===== config.mk =====
export PLATFORM = sky130hd
export DESIGN_NAME = alarm_ctrl
export DESIGN_NICKNAME = d
export VERILOG_FILES = /design/src/rtl/alarm_pkg.sv /design/src/rtl/alarm_ring_timer.sv /design/src/rtl/alarm_ctrl.sv
export SDC_FILE = /design/constraint.sdc
export NUM_CORES = 1
export LEC_CHECK = 0
export CAP_MARGIN = 20
export CORE_MARGIN = 1.5
export CORE_UTILIZATION = 43
export DETAILED_ROUTE_END_ITERATION = 10
export HOLD_SLACK_MARGIN = 0.15
export PLACE_DENSITY = 0.86
export SYNTH_ARGS = -nofsm -noshare
export SYNTH_HDL_FRONTEND = slang
export SYNTH_SLANG_ARGS = --single-unit
export TNS_END_PERCENT = 30

===== constraint.sdc =====
create_clock -name clk_1khz -period 3.4 [get_ports clk_1khz]
set_clock_uncertainty 0.15 [all_clocks]
set_input_delay 0.34 -clock clk_1khz [delete_from_list [all_inputs] [get_ports clk_1khz]]
set_output_delay 0.34 -clock clk_1khz [all_outputs]
set_load 0.02 [all_outputs]

===== src/rtl/alarm_pkg.sv =====
// Shared encodings and digit-field layout for the alarm clock sequencer.
package alarm_pkg;

  typedef enum logic [1:0] {
    MODE_CLOCK     = 2'd0,
    MODE_SET_TIME  = 2'd1,
    MODE_SET_ALARM = 2'd2
  } mode_e;

  typedef enum logic [1:0] {
    R_IDLE   = 2'd0,
    R_RING   = 2'd1,
    R_SNOOZE = 2'd2
  } ring_e;

  localparam logic [3:0] SEP_NIB   = 4'hE;
  localparam logic [3:0] BLANK_NIB = 4'hF;

  localparam int unsigned HR_LSB  = 24;
  localparam int unsigned MIN_LSB = 12;
  localparam int unsigned SEC_LSB = 0;

  function automatic mode_e mode_step(input mode_e m);
    mode_e nxt;
    unique case (m)
      MODE_CLOCK:    nxt = MODE_SET_TIME;
      MODE_SET_TIME: nxt = MODE_SET_ALARM;
      default:       nxt = MODE_CLOCK;
    endcase
    return nxt;
  endfunction

endpackage


===== src/rtl/alarm_ring_timer.sv =====
// Shared ms down-counter for ring/snooze durations, plus the free-running
// BEEP_MS phase toggle that paces the buzzer and the display flash.
module alarm_ring_timer #(
  parameter int unsigned CNT_W   = 17,
  parameter int unsigned BEEP_MS = 250
) (
  input  logic             clk_1khz,
  input  logic             rst,
  input  logic             i_load,
  input  logic [CNT_W-1:0] i_load_val,
  input  logic             i_phase_rst,
  output logic             o_zero,
  output logic             o_phase_on
);

  localparam int unsigned BeepW = (BEEP_MS > 1) ? $clog2(BEEP_MS) : 1;

  logic [CNT_W-1:0] r_cnt;
  logic [BeepW-1:0] r_beep_cnt;
  logic             r_phase;

  always_ff @(posedge clk_1khz or posedge rst) begin
    if (rst) begin
      r_cnt <= '0;
    end else if (i_load) begin
      r_cnt <= i_load_val;
    end else if (r_cnt != '0) begin
      r_cnt <= r_cnt - 1'b1;
    end
  end

  // Raised on the cycle whose edge takes the count to zero: a load of N spans N cycles.
  assign o_zero = (r_cnt == CNT_W'(1));

  always_ff @(posedge clk_1khz or posedge rst) begin
    if (rst) begin
      r_beep_cnt <= '0;
      r_phase    <= 1'b1;
    end else if (i_phase_rst) begin
      r_beep_cnt <= '0;
      r_phase    <= 1'b1;
    end else if (r_beep_cnt == BeepW'(BEEP_MS - 1)) begin
      r_beep_cnt <= '0;
      r_phase    <= ~r_phase;
    end else begin
      r_beep_cnt <= r_beep_cnt + 1'b1;
    end
  end

  assign o_phase_on = r_phase;

endmodule


===== src/rtl/alarm_ctrl.sv =====
// Alarm clock top sequencer: mode FSM, display mux, alarm match and ring FSM.
// Define ALARM_SNOOZE_EN to build the snooze path.
module alarm_ctrl
  import alarm_pkg::*;
#(
  parameter int unsigned RING_MS    = 60000,
`ifdef ALARM_SNOOZE_EN
  parameter int unsigned SNOOZE_MS  = 300000,
  parameter int unsigned SNOOZE_MAX = 3,
`endif
  parameter int unsigned BEEP_MS    = 250
) (
  input  logic        clk_1khz,
  input  logic        rst,
  input  logic        i_key_mode_p,
  input  logic        i_key_stop_p,
  input  logic        i_alarm_on,
  input  logic [31:0] i_time_bcd,
  input  logic [31:0] i_alarm_bcd,
  input  logic [31:0] i_tset_disp,
  input  logic [31:0] i_aset_disp,
  output logic        o_tset_en,
  output logic        o_aset_en,
  output logic [31:0] o_display_out,
  output logic        o_ringing,
  output logic        o_buzzer
);

`ifdef ALARM_SNOOZE_EN
  localparam int unsigned CntMax = (RING_MS > SNOOZE_MS) ? RING_MS : SNOOZE_MS;
`else
  localparam int unsigned CntMax = RING_MS;
`endif
  localparam int unsigned CntW = $clog2(CntMax) + 1;

  mode_e            r_mode, w_mode_next;
  ring_e            r_ring_st, w_ring_next;
  logic             r_tset_en, r_aset_en, w_tset_next, w_aset_next;
  logic             r_match_d, w_match, w_trigger;
  logic             w_load, w_phase_rst, w_zero, w_phase_on;
  logic [CntW-1:0]  w_load_val;
  logic [31:0]      r_disp, w_disp_next;
  logic             w_unused;

  assign w_unused = ^{i_alarm_bcd[23:20], i_alarm_bcd[11:8]};

  assign w_match = i_alarm_on
                && (i_time_bcd[HR_LSB +: 8] == i_alarm_bcd[HR_LSB +: 8])
                && (i_time_bcd[MIN_LSB +: 8] == i_alarm_bcd[MIN_LSB +: 8])
                && (i_time_bcd[SEC_LSB +: 8] == 8'h00);
  assign w_trigger = w_match & ~r_match_d;

`ifdef ALARM_SNOOZE_EN
  localparam int unsigned SnzW = ($clog2(SNOOZE_MAX + 1) < 2) ? 2 : $clog2(SNOOZE_MAX + 1);
  logic [SnzW-1:0] r_snooze_cnt;
  logic            w_snz_inc;

  always_ff @(posedge clk_1khz or posedge rst) begin
    if (rst) begin
      r_snooze_cnt <= '0;
    end else if (w_phase_rst) begin
      r_snooze_cnt <= '0;
    end else if (w_snz_inc) begin
      r_snooze_cnt <= r_snooze_cnt + 1'b1;
    end
  end
`endif

  // State registers
  always_ff @(posedge clk_1khz or posedge rst) begin
    if (rst) begin
      r_mode    <= MODE_CLOCK;
      r_ring_st <= R_IDLE;
      r_tset_en <= 1'b0;
      r_aset_en <= 1'b0;
      r_match_d <= 1'b0;
      r_disp    <= '0;
    end else begin
      r_mode    <= w_mode_next;
      r_ring_st <= w_ring_next;
      r_tset_en <= w_tset_next;
      r_aset_en <= w_aset_next;
      r_match_d <= w_match;
      r_disp    <= w_disp_next;
    end
  end

  // Next-state logic
  always_comb begin
    w_mode_next = r_mode;
    if (i_key_mode_p && (r_ring_st == R_IDLE)) begin
      w_mode_next = mode_step(r_mode);
    end
  end

  always_comb begin
    w_ring_next = r_ring_st;
    w_load      = 1'b0;
    w_load_val  = CntW'(RING_MS);
    w_phase_rst = 1'b0;
`ifdef ALARM_SNOOZE_EN
    w_snz_inc   = 1'b0;
`endif
    unique case (r_ring_st)
      R_IDLE: begin
        if (w_trigger) begin
          w_ring_next = R_RING;
          w_load      = 1'b1;
          w_phase_rst = 1'b1;
        end
      end
      R_RING: begin
        if (!i_alarm_on || i_key_mode_p) begin
          w_ring_next = R_IDLE;
        end else if (i_key_stop_p) begin
`ifdef ALARM_SNOOZE_EN
          if (r_snooze_cnt < SnzW'(SNOOZE_MAX)) begin
            w_ring_next = R_SNOOZE;
            w_load      = 1'b1;
            w_load_val  = CntW'(SNOOZE_MS);
            w_snz_inc   = 1'b1;
          end else begin
            w_ring_next = R_IDLE;
          end
`else
          w_ring_next = R_IDLE;
`endif
        end else if (w_zero) begin
          w_ring_next = R_IDLE;
        end
      end
      R_SNOOZE: begin
        if (!i_alarm_on || i_key_mode_p || i_key_stop_p) begin
          w_ring_next = R_IDLE;
        end else if (w_zero) begin
          w_ring_next = R_RING;
          w_load      = 1'b1;
        end
      end
      default: w_ring_next = R_IDLE;
    endcase
  end

  always_comb begin
    w_disp_next = i_time_bcd;
    if (r_ring_st == R_RING) begin
      if (!w_phase_on) begin
        w_disp_next = i_time_bcd | {8{BLANK_NIB}};
      end
    end else begin
      unique case (r_mode)
        MODE_SET_TIME:  w_disp_next = i_tset_disp;
        MODE_SET_ALARM: w_disp_next = i_aset_disp;
        default:        w_disp_next = i_time_bcd;
      endcase
    end
  end

  // Outputs
  always_comb begin
    w_tset_next   = (w_mode_next == MODE_SET_TIME);
    w_aset_next   = (w_mode_next == MODE_SET_ALARM);
    o_tset_en     = r_tset_en;
    o_aset_en     = r_aset_en;
    o_display_out = r_disp;
    o_ringing     = (r_ring_st == R_RING);
    o_buzzer      = (r_ring_st == R_RING) && w_phase_on;
  end

  alarm_ring_timer #(
    .CNT_W   (CntW),
    .BEEP_MS (BEEP_MS)
  ) u_timer (
    .clk_1khz    (clk_1khz),
    .rst         (rst),
    .i_load      (w_load),
    .i_load_val  (w_load_val),
    .i_phase_rst (w_phase_rst),
    .o_zero      (w_zero),
    .o_phase_on  (w_phase_on)
  );

endmodule


# Word level (Yosys, flattened, before mapping)
# Cells that the tools add are included.
# op_classes
n_lt_le_gt_ge,0
n_reduce_logical,15
mux,23
shifts,0
n_eq_ne,13
n_bitwise,3
n_addsub,2
mul,0
div,0
# op_table
op,count
$mux 32,2
$pmux 32 s2,1
$mux 17,2
$eq 17x1->1 const B,1
$reduce_bool 17->1,1
$sub 17x1->17 const B,1
$eq 8x8->1,2
$mux 8,2
$mux 2,7
$add 8x1->8 const B,1
$eq 8x8->1 const B,1
$logic_not 8->1,1
$eq 2x1->1 const B,3
$eq 2x2->1 const B,3
$mux 1,6
$pmux 2 s3,1
$logic_and 1x1->1,5
$logic_not 2->1,2
$ne 4x2->1 const B,1
$pmux 2 s2,1
$reduce_bool 2->1,2
$ne 3x2->1 const B,1
$reduce_and 3->1,1
$logic_or 1x1->1,2
5 further kinds,6
# word_totals
rom_bits,0
regBits,65
latchBits,0
input_bits,133
out_inout_bits,36
wordCells,65
mem_bits_rw,0
memories,0

# Depth between registers and ports, before layout
# Gate-level depths: netlist of the first run.
# depth
depth_word,8
ltp_mapped,7
depth_no_buf,7

# Modules after synthesis
# Synthesis of the first run repeated with hierarchy kept, for this count alone.
# unflattened
hier_cells,352
area_unflattened_um2,3355.7
# modules_own_cells
mod,seq_area_each_um2,n_inst,area_each_um2,cells_per_inst
alarm_ctrl,950.9,1,1885.6,196
alarm_ring_timer,651.9,1,1470.2,156

# Worst setup path after synthesis of the first run
# No wires, ideal clock.
# synth_path
path_type,register -> register
from,reg u_timer.r_cnt[0]
to,reg u_timer.r_cnt[5]
stages_incl_launch_ff,8
t_arrival_ns,1.867
required_ns,3.126
setup_slack_ns,1.259
n_path_buf,1
synth_period_minus_slack_ns,2.141
setup_time_ns,0.124
path_cell_list,dfrtp_1 > inv_1 > ha_1 > or4b_1 > or2_1 > buf_6 > nor3b_1 > a211o_1
# synth_via
elab_chain_len,5
elab_cells_between_ends,9
cone_classes,add/sub (1); eq/ne (1); mux (5); reduce/logical (2)
# synth_rtl
item,line,source
from (decl),alarm_ring_timer.sv:18,logic [CNT_W-1:0] r_cnt;
from (signal assigned),alarm_ring_timer.sv:26,r_cnt <= i_load_val;
from (signal assigned),alarm_ring_timer.sv:28,r_cnt <= r_cnt - 1'b1;
"parallel branches: the longest is 5 deep, another holds $sub 17x1->17",--,
# Parallel ways; which one is timed is not known. The select of a mux whose other input is x is not followed.
# A chain may end at the register's enable or synchronous reset.

# Final worst setup path of the first run
# layout_path
from,reg u_timer.r_cnt[0]
to,reg u_timer.r_cnt[14]
# Same word-level chain as after synthesis.

==> results.py, run 1 <==
metrics = {
    "cts": {
        "cts_tree": "yes",
        "cts-root-buf": "clkbuf_8",
        "path_clk_slew_ns": 0.08,
        "cts_max_level": 3,
        "cts_resized": 0,
        "cts_buffers": 9,
        "clock_path_buffers": 2,
        "cts_setup_buffers": 0,
        "hold_buffers": 0,
        "cts.sinks": 64,
        "clk_latency_ns": 0.35,
    },
    "routing": {
        "wire_per_inst_um": 17.0,
        "via_per_inst": 5.37,
        "first_pass_iters": 4,
        "ant_nets": 0,
        "vias": 3200,
        "drc": 0,
        "drt-total-wl_um": 10100,
        "dr.first_iter.drc_count": 158,
    },
    "synth": {
        "synth.cell_area_mm2": 0.00329,
        "synth_cells": 338,
        "synth_edf_count": 0,
        "synth_warnings": 0,
        "ys_ff_latch": 64,
        "synth_ff_type": "dfrtp_1",
        "syn_area_per_cell_um2": 9.75,
        "synthArstFlopShare": 1.00,
        "synth_nets": 479,
        "yosysUniqueCellTypes": 47,
        "seq_area_frac_synth": 0.487,
    },
    "power_and_ir_drop": {
        "power_frac_clock": 0.197,
        "seqPwrFrac": 0.292,
        "ir_drop_mv": 0.394,
        "p_leak_uw": 0.00202,
        "internal-power_uw": 2220,
        "p_sw_frac": 0.396,
        "switchingPower_uw": 1450,
        "pwr-share-comb": 0.512,
        "powerDensity_mw_per_mm2": 713,
    },
    "global_routing": {
        "grt_max_degree": 33,
        "grt_first_pass_wirelength_um": 16300,
        "grt-ovfl-total": 0,
        "globalRouteTotalUtil": 0.256,
        "grt_pass1_vias": 3381,
        "antenna_found_initial": 0,
    },
    "min_path": {
        "hp-class": "input port to asynchronous set/reset pin",
    },
    "timing": {
        "layout_min_cycle_time_ns": 2.36,
        "tightestPinTransition_ns": 0.850,
        "setup_viol": 0,
        "max_freq_mhz": 424,
        "rsz0062_at_grt": "false",
        "final.setup.tns_ns": 0,
        "holdWs_ns": 0.233,
        "post-route-period-util": 0.694,
        "maxSlewViolCount": 0,
        "relSlewSlack": 0.433,
        "finalHoldViolations": 0,
    },
    "finish": {
        "fill_cells": 526,
        "final_common_cell": "clkdlybuf4s50_1",
        "syn2layout_area_growth_pct": 56.5,
        "antenna_cells": 0,
        "drive_gt1_frac": 0.0785,
        "layout_common_cells": "clkdlybuf4s50_1 (152), dfrtp_1 (63), nor2_1 (53)",
        "finalNetCount": 633,
    },
    "worst_setup_path": {
        "max_stage_delay_ns": 0.54,
        "rr_startpoint": "u_timer.r_cnt[0]",
        "cp-startpoint": "u_timer.r_cnt[0]",
        "startpoint_type": "register",
        "cp_cell_sequence": "inv_1, ha_1, or4b_1, nor3_1, a2111oi_0, xnor2_1, nand2b_1",
        "path_class": "register to register",
        "rr_worst_depth": 7,
        "required_ns": 3.47,
        "slowest_stage": "or4b_1",
        "crit_buf_inv": 1,
        "cp_top_family": "simple AND/OR/NAND/NOR gates",
        "cp.depth": 7,
        "crit_fanout": 5,
        "critPathCaptureType": "register",
        "arrival_ns": 2.43,
    },
    "floorplan": {
        "die_h_um": 90.5,
        "dieWidth_um": 90.5,
        "io_pins": 169,
        "die_area_mm2": 0.00820,
        "start_util": 0.449,
        "rows": 31,
        "coreArea_mm2": 0.00733,
    },
    "outcome": {
        "status": "finished, final reports clean",
    },
    "placed_design": {
        "place_congestion": 0.841,
        "portBuffers": 152,
        "place_hpwl_um": 7850,
    },
    "run": {
        "max_cap_viol_count": 0,
    },
}
==> cell type report <==
| type | count | area [um2] | share of cell area |
|---|---|---|---|
| well taps | 99 | 124 | 0.0240 |
| repair buffers | 161 | 1590 | 0.308 |
| inverters | 7 | 26.3 | 0.00510 |
| multi-input cells | 249 | 1590 | 0.309 |
| clock buffers | 9 | 124 | 0.0240 |
| flip-flops and latches | 64 | 1600 | 0.311 |
| clock inverters | 7 | 96.3 | 0.0187 |
==> power groups by stage <==
stage	clock network, uW	registers (uW)	logic (uW)
6_report	722	1070	1880
3_3_place_gp	0	1070	1820
4_1_cts	732	1070	1870
2_1_floorplan	0	1350	738
5_1_grt	772	1090	1990
3_5_place_dp	0	1090	1860
==> per-stage QoR <==
step                 util  total power (uW)  setup WS (ns)  cell area (um2)  instances
finish              0.703              3670           1.04             5150        596
global route        0.703              3850          0.869             5150        596
CTS                 0.703              3680           1.04             5150        596
detailed placement  0.673              2950          0.890             4930        580
global placement    0.673              2900          0.939             4930        580
floorplan               -              2080           1.26             3290        338
==> synth_stat cells (2+ instances only) <==
cell type	n	area (um2)
a22oi_1	32	240
nor3_2	2	20.0
inv_1	7	26.3
nor3b_1	3	22.5
nor4b_1	2	17.5
or4b_1	2	20.0
nand2b_1	6	37.5
o21ai_0	3	15.0
ha_1	8	100
nor4_4	2	42.5
nand4_1	4	25.0
dfrtp_1	63	1580
nor2_1	54	203
clkbuf_1	15	56.3
a211o_1	2	17.5
xor2_1	20	175
a21oi_1	41	205
nor4_1	5	31.3
or3_1	6	37.5
nand3_1	5	25.0
nand2_1	15	56.3
nor3_1	4	20.0
nor2b_1	4	25.0
mux2_2	2	22.5
xnor2_1	7	61.3
buf_2	2	10.0
a211oi_1	2	15.0
==> per-layer routing <==
layer,wire [um],track usage,vias up,part of all wire
met1,3820,0.280,1536,0.38
met3,655,0.0690,22,0.065
li1,-,-,1516,-
met4,235,0.103,0,0.023
met2,5420,0.467,126,0.53
met5,0,0,-,0
==> worst reg2reg max path: cells and delay by family (launching register included) <==
| family | cells | cell delay (ns) |
|---|---|---|
| and+or+nand+nor | 3 | 0.99 |
| buffers and inverters | 1 | 0.11 |
| xor gates and xnor gates | 1 | 0.20 |
| DFF | 1 | 0.45 |
| adders and majority gates | 1 | 0.13 |
| AOI/OAI and AO/OA | 1 | 0.21 |
==> kinds of logic (layout without fill, tap and decap cells) <==
| kind of cell | Yosys count | after routing | synth area share |
|---|---|---|---|
| fa+ha+maj | 8 | 8 | 0.0304 |
| buf+inv | 25 | 184 | 0.0315 |
| xor+xnor | 27 | 27 | 0.0718 |
| flops | 64 | 64 | 0.487 |
| simple gates | 125 | 125 | 0.204 |
| compound gates | 87 | 87 | 0.169 |
| mux | 2 | 2 | 0.00684 |
==> sequential cells by signal, indices dropped and copies added (netlist names) <==
signal / cells
u_timer.o_phase_on: 1
r_mode: 2
o_aset_en: 1
o_tset_en: 1
r_ring_st: 1
u_timer.r_cnt: 17
u_timer.r_beep_cnt: 8
o_display_out: 32
r_match_d: 1
==> worst paths after layout <==
check / endpoint / slack, ns
max: u_timer.r_cnt[14] / 1.04
min: r_mode[0] / 0.23
max reg2reg: u_timer.r_cnt[14] / 1.04
min reg2reg: u_timer.r_beep_cnt[0] / 0.36
max in group asynchronous: o_display_out[12] / 2.11
min in group clk_1khz: u_timer.r_beep_cnt[0] / 0.36
Note: power is estimated with default switching activity, not from simulation.
==> inputs of run 2 (changes only) <==
- CORE_UTILIZATION: 43 -> 40
- PLACE_DENSITY: 0.86 -> 0.81
- clock period: 3.4 -> 2.25 ns (I/O delays scaled with it)
==> results.py, run 2 (synthesis gave the netlist of run 1 again) <==
metrics = {
    "timing": {
        "post-route-period-util": 0.962,
        "relSlewSlack": 0.675,
        "rsz0062_at_grt": "true",
        "setup_viol": 0,
        "layout_setup_ws_ns": 0.0862,
        "max_freq_mhz": 462,
        "tightestPinTransition_ns": 0.475,
        "layout_min_cycle_time_ns": 2.16,
        "finalHoldViolations": 0,
        "maxSlewViolCount": 0,
    },
    "global_routing": {
        "grt_first_pass_wirelength_um": 15500,
        "grt_max_degree": 65,
        "antenna_found_initial": 0,
        "grt_pass1_vias": 3161,
        "globalRouteTotalUtil": 0.232,
        "grt-ovfl-total": 0,
    },
    "min_path": {
        "hp-class": "input port to register",
        "hold_depth": 3,
    },
    "routing": {
        "first_pass_iters": 4,
        "drt-total-wl_um": 10100,
        "vias": 3245,
        "met3_length_um": 662,
        "drc": 0,
        "wl_met2_um": 5360,
        "wl_met1_um": 3820,
        "ant_nets": 0,
        "wire_per_inst_um": 16.6,
        "top_layer_used": "met4",
        "via_per_inst": 5.34,
        "dr.first_iter.drc_count": 220,
    },
    "floorplan": {
        "start_util": 0.420,
        "die_area_mm2": 0.00879,
        "rows": 32,
        "die_h_um": 93.8,
        "coreArea_mm2": 0.00785,
        "io_pins": 169,
        "dieWidth_um": 93.8,
    },
    "power_and_ir_drop": {
        "internal-power_uw": 3290,
        "total_power_uw": 5430,
        "powerDensity_mw_per_mm2": 1030,
        "p_sw_frac": 0.395,
        "ir_drop_mv": 0.775,
        "seqPwrFrac": 0.297,
        "switchingPower_uw": 2140,
        "power_frac_clock": 0.174,
        "pwr-share-comb": 0.529,
        "p_leak_uw": 0.00210,
    },
    "cts": {
        "cts_tree": "yes",
        "path_clk_slew_ns": 0.07,
        "cts_buffers": 9,
        "cts_max_level": 3,
        "cts-root-buf": "clkbuf_8",
        "clk_latency_ns": 0.34,
        "clock_path_buffers": 2,
        "cts.sinks": 64,
    },
    "placed_design": {
        "place_hpwl_um": 7500,
        "place_congestion": 0.866,
        "pre_cts_slack_ns": -0.0614,
        "portBuffers": 152,
    },
    "worst_setup_path": {
        "arrival_ns": 2.24,
        "path_class": "register to register",
        "rr_worst_depth": 6,
        "critPathCaptureType": "register",
        "startpoint_type": "register",
        "required_ns": 2.33,
        "crit_fanout": 5,
    },
    "finish": {
        "final_common_cell": "clkdlybuf4s50_1",
        "antenna_cells": 0,
        "largest_reg_flops": 32,
        "drive_gt1_frac": 0.0949,
        "post-route-util": 0.671,
        "layout_common_cells": "clkdlybuf4s50_1 (152), dfrtp_1 (63), nor2_1 (53)",
        "syn2layout_area_growth_pct": 59.9,
        "fill_cells": 625,
        "multi_input_area_mm2": 0.00160,
        "finalNetCount": 643,
        "seq_area_mm2": 0.00160,
    },
    "outcome": {
        "status": "finished, final reports clean",
    },
    "run": {
        "max_cap_viol_count": 0,
    },
}
-- run 2: changes by cell type in the layout (fill, tap and decap cells not counted), moves of 2 or more --
cell and delta:
buf_4 +5, clkbuf_8 +4, bufinv_16 -2, buf_12 +4
clkinvlp_4 -2
-- run 2: path summary, 6_finish.rpt --
path / start / to / slack (ns)
worst max-delay path: u_timer.r_cnt[0] / u_timer.r_cnt[13] / 0.09
worst max register to register: u_timer.r_cnt[0] / u_timer.r_cnt[13] / 0.09
worst min register to register: u_timer.r_beep_cnt[0] / u_timer.r_beep_cnt[0] / 0.37
worst min-delay path: i_time_bcd[21] / o_display_out[21] / 0.30
max in group asynchronous: rst / u_timer.o_phase_on / 0.96
min in group asynchronous: rst / r_mode[0] / 0.66
-- run 2: per-layer routing --
metal | vias to the layer above | global-route usage
met4 | 0 | 0.103
met3 | 18 | 0.0574
met2 | 134 | 0.399
li1 | 1538 | -
met1 | 1555 | 0.273
met5 | - | 0
-- run 2: metrics by stage --
step / instance area (um2) / TNS (ns) / cells / hold slack (ns)
3_5_place_dp: 5060 / -1.24 / 592 / 0.359
3_3_place_gp: 5060 / -2.86 / 592 / 0.335
4_1_cts: 5260 / 0 / 608 / 0.300
2_1_floorplan: 3290 / 0 / 338 / 0.234
5_1_grt: 5270 / -0.00756 / 608 / 0.314
6_report: 5270 / 0 / 608 / 0.303
-- run 2: cell type report --
cell class / instances / share of cell area
Clock inverter: 2 / 0.00237
Inverter: 7 / 0.00499
Clock buffer: 13 / 0.0340
Timing Repair Buffer: 171 / 0.326
Sequential cell: 64 / 0.304
Tap cell: 102 / 0.0242
Multi-Input combinational cell: 249 / 0.304
-- run 2: repair_timing --
| item | CTS | global route |
|---|---|---|
| gates resized for setup | 0 | 2 |
| hold buffers | 1 | 0 |
| hold endpoints to repair | 63 | 0 |
| buffers inserted | 0 | 0 |
| setup endpoints to repair | 0 | 4 |
-- run 2: power by group through the flow --
stage	Sequential [uW]	Combinational (uW)	Clock, uW
2_1_floorplan	2030	1110	0
3_3_place_gp	1630	2810	0
3_5_place_dp	1640	2850	0
4_1_cts	1620	2870	954
5_1_grt	1650	3070	1010
6_report	1610	2870	947
-- run 2: worst max-delay path, cell delays in order (launching register included) --
cell and delay (ns):
dfrtp_1 0.38, inv_1 0.08, ha_1 0.16, or4b_1 0.58, nor3_4 0.27, nor3_1 0.08, or3b_1 0.35
